===== config.mk =====
export PLATFORM = sky130hd
export DESIGN_NAME = axi_lite_to_apb_bridge_flat
export DESIGN_NICKNAME = d
export VERILOG_FILES = /design/src/rtl/axi_lite_to_apb_bridge_pkg.sv /design/src/rtl/axi_lite_to_apb_bridge_if.sv /design/src/rtl/axi_lite_to_apb_bridge.sv /design/src/flat_wrapper.sv
export SDC_FILE = /design/constraint.sdc
export NUM_CORES = 1
export LEC_CHECK = 0
export BUFFER_PORTS_ARGS = -buffer_cell sky130_fd_sc_hd__buf_4
export CAP_MARGIN = 20
export CORE_MARGIN = 1
export CORE_UTILIZATION = 42
export DETAILED_ROUTE_END_ITERATION = 12
export PLACE_DENSITY = 0.76
export SLEW_MARGIN = 10
export SYNTH_ARGS = -nofsm -noshare
export SYNTH_HDL_FRONTEND = slang
export SYNTH_SLANG_ARGS = --single-unit

===== constraint.sdc =====
create_clock -name clk_i -period 1.9 [get_ports clk_i]
set_clock_uncertainty 0.05 [all_clocks]
set_input_delay 0.38 -clock clk_i [delete_from_list [all_inputs] [get_ports clk_i]]
set_output_delay 0.38 -clock clk_i [all_outputs]
set_load 0.03 [all_outputs]

===== src/rtl/axi_lite_to_apb_bridge_pkg.sv =====
// Shared types for the AXI4-Lite to APB4 bridge:
// FSM states, response codes and the AXI4-Lite channel structs.
package axi_lite_apb_pkg;

  localparam int unsigned ADDR_W = 32;
  localparam int unsigned DATA_W = 32;
  localparam int unsigned STRB_W = DATA_W / 8;

  typedef enum logic [1:0] {
    IDLE,
    SETUP,
    ACCESS,
    RESP
  } state_e;

  localparam logic [1:0] RESP_OKAY   = 2'b00;
  localparam logic [1:0] RESP_SLVERR = 2'b10;
  localparam logic [1:0] RESP_DECERR = 2'b11;

  typedef struct packed {
    logic [ADDR_W-1:0] addr;
    logic [2:0]        prot;
  } ax_chan_t;

  typedef struct packed {
    logic [DATA_W-1:0] data;
    logic [STRB_W-1:0] strb;
  } w_chan_t;

  typedef struct packed {
    logic [1:0] resp;
  } b_chan_t;

  typedef struct packed {
    logic [DATA_W-1:0] data;
    logic [1:0]        resp;
  } r_chan_t;

  typedef struct packed {
    ax_chan_t aw;
    logic     aw_valid;
    w_chan_t  w;
    logic     w_valid;
    logic     b_ready;
    ax_chan_t ar;
    logic     ar_valid;
    logic     r_ready;
  } lite_req_t;

  typedef struct packed {
    logic    aw_ready;
    logic    w_ready;
    b_chan_t b;
    logic    b_valid;
    logic    ar_ready;
    r_chan_t r;
    logic    r_valid;
  } lite_resp_t;

endpackage


===== src/rtl/axi_lite_to_apb_bridge_if.sv =====
// AXI4-Lite request/response bundle between the
// upstream Lite master and the APB bridge.
interface axi_lite_to_apb_bridge_if;
  import axi_lite_apb_pkg::*;

  lite_req_t  req;
  lite_resp_t resp;

  modport master (
    output req,
    input  resp
  );

  modport slave (
    input  req,
    output resp
  );

endinterface


===== src/rtl/axi_lite_to_apb_bridge.sv =====
// AXI4-Lite slave to APB4 master, one transfer at a time,
// with read/write arbitration and optional PREADY timeout.
module axi_lite_to_apb_bridge
  import axi_lite_apb_pkg::*;
#(
  parameter int unsigned AddrWidth     = ADDR_W,
  parameter int unsigned DataWidth     = DATA_W,
  parameter int unsigned TimeoutCycles = 0
) (
  input  logic                   clk_i,
  input  logic                   rst_i,
  axi_lite_to_apb_bridge_if.slave slv,
  output logic [AddrWidth-1:0]   paddr_o,
  output logic [2:0]             pprot_o,
  output logic                   psel_o,
  output logic                   penable_o,
  output logic                   pwrite_o,
  output logic [DataWidth-1:0]   pwdata_o,
  output logic [DataWidth/8-1:0] pstrb_o,
  input  logic [DataWidth-1:0]   prdata_i,
  input  logic                   pready_i,
  input  logic                   pslverr_i
);

  localparam int unsigned StrbWidth = DataWidth / 8;

  state_e r_state;
  state_e w_next;

  logic [AddrWidth-1:0] r_addr;
  logic [2:0]           r_prot;
  logic [DataWidth-1:0] r_wdata;
  logic [DataWidth-1:0] r_rdata;
  logic [StrbWidth-1:0] r_strb;
  logic [1:0]           r_resp;
  logic                 r_write;
  logic                 r_prefer_write;

  logic w_idle;
  logic w_rd_pend;
  logic w_wr_pend;
  logic w_both;
  logic w_pick_wr;
  logic w_accept;
  logic w_done;
  logic w_timeout;
  logic w_resp_hs;

  // Readies stay low while reset is asserted.
  assign w_idle    = (r_state == IDLE) & ~rst_i;
  assign w_rd_pend = slv.req.ar_valid;
  assign w_wr_pend = slv.req.aw_valid
                   & slv.req.w_valid;
  assign w_both    = w_rd_pend & w_wr_pend;
  assign w_pick_wr = w_wr_pend
                   & (~w_rd_pend | r_prefer_write);
  assign w_accept  = w_idle
                   & (w_rd_pend | w_wr_pend);
  assign w_done    = (r_state == ACCESS)
                   & (pready_i | w_timeout);
  assign w_resp_hs = (r_state == RESP)
                   & (r_write ? slv.req.b_ready
                              : slv.req.r_ready);

  if (TimeoutCycles != 0) begin : g_timeout
    localparam int unsigned CntW =
      $clog2(TimeoutCycles + 1);
    logic [CntW-1:0] r_cnt;

    always_ff @(posedge clk_i) begin
      if (rst_i) begin
        r_cnt <= '0;
      end else if ((r_state == ACCESS)
                   & ~pready_i & ~w_timeout) begin
        r_cnt <= r_cnt + CntW'(1);
      end else begin
        r_cnt <= '0;
      end
    end

    assign w_timeout = (r_state == ACCESS)
                     & ~pready_i
                     & (r_cnt == CntW'(TimeoutCycles - 1));
  end else begin : g_no_timeout
    assign w_timeout = 1'b0;
  end

  always_ff @(posedge clk_i) begin
    if (rst_i) begin
      r_state <= IDLE;
    end else begin
      r_state <= w_next;
    end
  end

  always_comb begin
    w_next = r_state;
    unique case (r_state)
      IDLE:    if (w_accept) w_next = SETUP;
      SETUP:   w_next = ACCESS;
      ACCESS:  if (w_done) w_next = RESP;
      RESP:    if (w_resp_hs) w_next = IDLE;
      default: w_next = IDLE;
    endcase
  end

  always_comb begin
    slv.resp          = '0;
    slv.resp.ar_ready = w_accept & ~w_pick_wr;
    slv.resp.aw_ready = w_accept & w_pick_wr;
    slv.resp.w_ready  = w_accept & w_pick_wr;
    slv.resp.b_valid  = (r_state == RESP) & r_write;
    slv.resp.r_valid  = (r_state == RESP) & ~r_write;
    slv.resp.b.resp   = r_resp;
    slv.resp.r.resp   = r_resp;
    slv.resp.r.data   = DATA_W'(r_rdata);
    psel_o            = (r_state == SETUP)
                      | (r_state == ACCESS);
    penable_o         = (r_state == ACCESS);
  end

  always_ff @(posedge clk_i) begin
    if (rst_i) begin
      r_addr         <= '0;
      r_prot         <= '0;
      r_wdata        <= '0;
      r_rdata        <= '0;
      r_strb         <= '0;
      r_resp         <= RESP_OKAY;
      r_write        <= 1'b0;
      r_prefer_write <= 1'b0;
    end else begin
      if (w_accept) begin
        r_write <= w_pick_wr;
        if (w_both) begin
          r_prefer_write <= ~r_prefer_write;
        end
        if (w_pick_wr) begin
          r_addr  <= AddrWidth'(slv.req.aw.addr);
          r_prot  <= slv.req.aw.prot;
          r_wdata <= DataWidth'(slv.req.w.data);
          r_strb  <= StrbWidth'(slv.req.w.strb);
        end else begin
          r_addr  <= AddrWidth'(slv.req.ar.addr);
          r_prot  <= slv.req.ar.prot;
          r_wdata <= '0;
          r_strb  <= '0;
        end
      end
      if (w_done) begin
        if (pready_i) begin
          r_resp  <= pslverr_i ? RESP_SLVERR
                               : RESP_OKAY;
          r_rdata <= r_write ? '0 : prdata_i;
        end else begin
          r_resp  <= RESP_DECERR;
          r_rdata <= '0;
        end
      end
    end
  end

  assign paddr_o  = r_addr;
  assign pprot_o  = r_prot;
  assign pwrite_o = r_write;
  assign pwdata_o = r_wdata;
  assign pstrb_o  = r_strb;

endmodule

===== src/flat_wrapper.sv =====
// flat-port wrapper written by rule: the top's interface ports become plain ports
module axi_lite_to_apb_bridge_flat import axi_lite_apb_pkg::*;
#(
  parameter int unsigned AddrWidth     = ADDR_W,
  parameter int unsigned DataWidth     = DATA_W,
  parameter int unsigned TimeoutCycles = 0
)
  (clk_i, rst_i, paddr_o, pprot_o, psel_o, penable_o, pwrite_o, pwdata_o, pstrb_o, prdata_i, pready_i, pslverr_i, slv_req, slv_resp);
  axi_lite_to_apb_bridge_if slv_i ();
  input  logic clk_i;
  input  logic rst_i;
  output logic [AddrWidth-1:0] paddr_o;
  output logic [2:0] pprot_o;
  output logic psel_o;
  output logic penable_o;
  output logic pwrite_o;
  output logic [DataWidth-1:0] pwdata_o;
  output logic [DataWidth/8-1:0] pstrb_o;
  input  logic [DataWidth-1:0] prdata_i;
  input  logic pready_i;
  input  logic pslverr_i;
  input wire logic [$bits(slv_i.req)-1:0] slv_req;
  output wire logic [$bits(slv_i.resp)-1:0] slv_resp;
  assign slv_i.req = slv_req;
  assign slv_resp = slv_i.resp;
  axi_lite_to_apb_bridge #(.AddrWidth(AddrWidth), .DataWidth(DataWidth), .TimeoutCycles(TimeoutCycles)) u_core (.clk_i(clk_i), .rst_i(rst_i), .slv(slv_i), .paddr_o(paddr_o), .pprot_o(pprot_o), .psel_o(psel_o), .penable_o(penable_o), .pwrite_o(pwrite_o), .pwdata_o(pwdata_o), .pstrb_o(pstrb_o), .prdata_i(prdata_i), .pready_i(pready_i), .pslverr_i(pslverr_i));
endmodule

# After elaboration in Yosys (flattened, before gate mapping)

Cells that the tools add are included.

Bitwise logic cells: 19
Equality and inequality tests: 6
Reduce and logical (&&, ||, !) cells: 3
Muxes and demuxes: 13

Operators with widths:

| cell                                           | count |
|---|---|
| two-way mux 32 bit                             | 4 |
| bitwise AND 1 bit                              | 11 |
| two-way mux 2 bit                              | 5 |
| one-hot mux 2 bit (4 select lines)             | 1 |
| != test 2 x 1 -> 1 bit (second input constant) | 3 |
| NOT 1 bit                                      | 5 |
| == test 2 bit (second input constant)          | 2 |
| two-way mux 4 bit                              | 1 |
| two-way mux 3 bit                              | 1 |
| bitwise OR 1 bit                               | 3 |
| AND reduction 3 bit                            | 1 |
| == test 2 x 1 -> 1 bit (second input constant) | 1 |
| logical NOT 2 bit                              | 1 |
| AND reduction 2 bit                            | 1 |
| two-way mux 1 bit                              | 1 |

Output and inout bits: 115
Bits in registers: 109
Logic and storage cells: 50

# Logic depth before layout (Yosys ltp)

Depth after elaboration: 5
Mapped depth: 8
Gate-level depth less buffers: 6

# Worst setup path after synthesis

Ideal clock, no wire load.

Path type: flip-flop to output port
Start: register u_core.r_state[0]
End: output slv_resp[40]
Data required time: 1470 ps
Setup slack: 32 ps
Cell stages (with the launch flop): 8
Buffers on the path: 3
Data arrival time: 1438 ps
Cell sequence: dfxtp_1 -> inv_1 -> ha_1 -> nor2b_4 -> o2111a_1 -> buf_4 -> buf_4 -> buf_4

Word-level cells in the longest chain between the ends: 4

RTL lines:

| item                   | line                         | RTL |
|---|---|---|
| from (decl)            | axi_lite_to_apb_bridge.sv:27 | `state_e r_state;` |
| from (signal assigned) | axi_lite_to_apb_bridge.sv:92 | `r_state <= w_next;` |
| logical NOT 2 bit      | axi_lite_to_apb_bridge.sv:50 | `assign w_idle = (r_state == IDLE) & ~rst_i;` |
| bitwise AND 1 bit      | axi_lite_to_apb_bridge.sv:50 |  |
| bitwise AND 1 bit      | axi_lite_to_apb_bridge.sv:58 | `& (w_rd_pend \| w_wr_pend);` |
| bitwise AND 1 bit      | -                            |  |
| to (decl)              | flat_wrapper.sv:23           | `output wire logic [$bits(slv_i.resp)-1:0] slv_resp;` |

Every way passes these cells.

# Worst setup path after layout

Start: register u_core.r_state[1]
End: output slv_resp[40]

Word-level cells in the longest chain between the ends: 4

RTL lines:

| item              | line                          | RTL |
|---|---|---|
| logical NOT 2 bit | axi_lite_to_apb_bridge.sv:50  |  |
| bitwise AND 1 bit | axi_lite_to_apb_bridge.sv:50  |  |
| bitwise AND 1 bit | axi_lite_to_apb_bridge.sv:58  |  |
| bitwise AND 1 bit | axi_lite_to_apb_bridge.sv:110 | `slv.resp.aw_ready = w_accept & w_pick_wr;` |

Every way passes these cells.

==> results.md <==
* Nature of the critical path startpoint: register
* Hold Path End: u_core.pwdata_o[29]$_SDFFE_PP0P_
* Worst VDD drop at 514 uV
* Root Buffer: clkbuf_8
* WL final at 13.5 mm
* Comb power frac at 36.8%
* Reg clk slew, reported paths at 0.11 ns
* Cell area after synthesis at 4110 um2
* Die width at 101 um
* Clock Sink Count at 109
* Ant. Diodes at 0
* Gpl congestion at 0.775
* Minimum clock period at 1.92 ns
* Maximum number of pins on one net before global-route repair at 108
* Max-slew headroom at 69.5%
* Arrival time at the worst endpoint at 1.49 ns
* Vias per cell at 5.33
* Seq cells post-synth at 109
* Post-synth top cells: 109 x dfxtp_1, 104 x nor2_1, 36 x a22oi_1
* Syn. warnings at 0
* CTS max path bufs at 2
* Length of the first detailed-routing pass in iterations at 6
* Worst R2R Path Depth at 8
* Synth top area share at 53.1%
* Layout Cells excl Fill at 812
* Final Max Tran Viols at 0
* Vias at 4326
* Die area at 10200 um2
* IO Pins at 262
* Crit Reg-Reg Startpoint: u_core.r_state[0]$_SDFFE_PP0P_
* Sequential share of power at 40.5%
* Die height at 101 um
* Mapped Cells at 428
* Share of cells above drive strength 1 at 45.7%
* Synth top area cells: dfxtp_1 53%, nor2_1 9.5%, a222oi_1 8.5%
* Switching Share at 34.7%
* Internal at 4.29 mW
* Hold Path Origin: slv_req[72]
* Dpl hpwl at 9.46 mm
* Vias in the first global route at 4204
* EDFF count, synth at 0
* Lkg Pwr at 2.95 nW
* Placed Cells at 787
* Hold Crit Class: in2reg
* DRT iter0 DRCs at 248
* Wire per inst at 16.6 um
* Power share of the clock group at 22.7%
* Max frequency at 520 MHz
* Setup TNS Final at -0.0491 ns
* Gr usage total at 25.7%
* Most used DFF post-synth: dfxtp_1
* Num CTS Buffers at 9
* Hold Path Stages at 3
* Outcome: finished, violations left
* Dominant cell by count in the synthesized netlist: dfxtp_1
* Avg Inst Size Synth at 9.60 um2
* Number of remaining DRC errors at 0
* Total Power at 6.57 mW
* Critical path class: reg2out
* RSZ-0062 raised after global routing: yes
* H-tree lvl count at 3
* Post-synthesis cell type count at 32
* Routed Antenna Nets at 0
* PwrDens at 1020 nW/um2
* PnR worst setup slack at -0.0246 ns
* R2r setup slk at 0.06 ns
* Initial core utilization at 43.8%
* Register area share after synthesis at 53.1%
* Final setup violation count at 2
* Measured slew at the worst slew-check pin at 0.458 ns
* Final Cycle Share at 101%
* Initial antenna violation count at 0
* Num rows at 35
* Ys async rst share at 0%
* Worst-Skew Late Latency at 0.35 ns
* Final hold violations at 0
* CP Data Required Time at 1.47 ns
* Crit-path max FO at 4
* Port Buf Inserts at 261
* Final #Nets at 829
* Max cap viols at 0
* Worst reg2reg path endpoint: u_core.paddr_o[3]$_SDFFE_PP0P_
* CTS tree: yes
* Area growth syn-to-layout at 56.9%
* Setup crit end kind: primary output
* Global-route wire length before repair at 20.4 mm
* Worst hold margin at 0.210 ns
* Mapped Nets at 579
* Switching power at 2.28 mW
* Cell taking the most area after synthesis: dfxtp_1
* Core area at 9370 um2
* GRT overflow at 0
* Failing checks: setup timing
-- layout by cell type, fill, tap and decap left out, types with 2 or more instances in the layout --
cell type	synthesis	final
a21oi_1	35	35
a222oi_1	35	35
a22oi_1	36	36
buf_12	0	4
buf_4	10	276
buf_6	6	4
clkbuf_8	0	11
clkinv_4	0	2
dfxtp_1	109	107
dfxtp_2	0	2
ha_1	4	3
inv_1	5	3
inv_2	0	2
inv_6	0	2
nand3_1	2	2
nor2_1	104	104
nor3b_1	32	32
o21ai_1	2	2
-- worst max path at each step --
stage	slack, ns	startpoint	end	cells past startpoint
floorplan	0.03	u_core.r_state[0]$_SDFFE_PP0P_	slv_resp[40]	7
global placement	0.13	u_core.r_state[0]$_SDFFE_PP0P_	slv_resp[35]	5
detailed placement	0.04	u_core.r_state[0]$_SDFFE_PP0P_	u_core.paddr_o[3]$_SDFFE_PP0P_	7
CTS	-0.04	u_core.r_state[1]$_SDFFE_PP0P_	slv_resp[40]	5
global route	-0.11	u_core.r_state[1]$_SDFFE_PP0P_	slv_resp[40]	5
finish	-0.02	u_core.r_state[1]$_SDFFE_PP0P_	slv_resp[40]	5
-- routing by layer --
layer	wire length [um]	vias up	share of wire (%)	GRT usage, %
met4	333	0	2.5	9.48
met1	5400	2043	40	30.9
met2	6810	212	51	44.7
met3	913	24	6.8	6.10
met5	0	-	0	0
li1	-	2047	-	-
-- cells by family after synthesis --
logic type | Yosys count | synth area share [%]
simple gates | 149 | 17.5
compound gates | 113 | 20.7
flops | 109 | 53.1
buf+inv | 51 | 6.94
fa+ha+maj | 4 | 1.22
xor+xnor | 1 | 0.213
mux | 1 | 0.244
-- metrics by stage --
stage | utilization (%) | setup slack, ns | instance area (um2)
finish | 68.8 | -0.0246 | 6440
global route | 68.8 | -0.112 | 6440
CTS | 68.7 | -0.0418 | 6440
detailed placement | 65.4 | 0.0448 | 6130
global placement | 65.4 | 0.127 | 6130
floorplan | - | 0.0317 | 4110
-- registers in the layout (all words and copies together) (netlist names) --
name	count
u_core.pwdata_o	32
u_core.pwrite_o	1
u_core.r_state	2
u_core.r_resp	2
u_core.paddr_o	32
u_core.r_rdata	32
u_core.r_prefer_write	1
u_core.pstrb_o	4
u_core.pprot_o	3
-- cell type report --
cell class | count | area, um2
repair buffers | 284 | 2200
flip-flops and latches | 109 | 2180
clock buffers | 11 | 151
well taps | 129 | 161
fillers | 813 | 2930
inverters | 5 | 18.8
multi-input cells | 269 | 1670
clock inverters | 5 | 65.1
-- worst max-delay path: stages, from the launching register on --
cell	delay, ns
dfxtp_2	0.33
inv_2	0.07
ha_4	0.13
nor2b_4	0.16
o2111a_2	0.29
buf_6	0.15
-- timing repair --
item / CTS / global route
pin swaps: 3 / 5
gates resized for setup: 8 / 2
setup endpoints to repair: 3 / 4
setup buffers: 8 / 0
cloned: 1 / 0
hold buffers: 0 / 0
-- power by group through the flow --
stage,sequential (mW),clock (mW),combinational (mW)
floorplan,3.11,0,1.01
global placement,2.70,0,2.23
detailed placement,2.71,0,2.29
CTS,2.66,1.53,2.43
global route,2.69,1.62,2.60
finish,2.66,1.49,2.42
(Power assumes the default switching activity.)
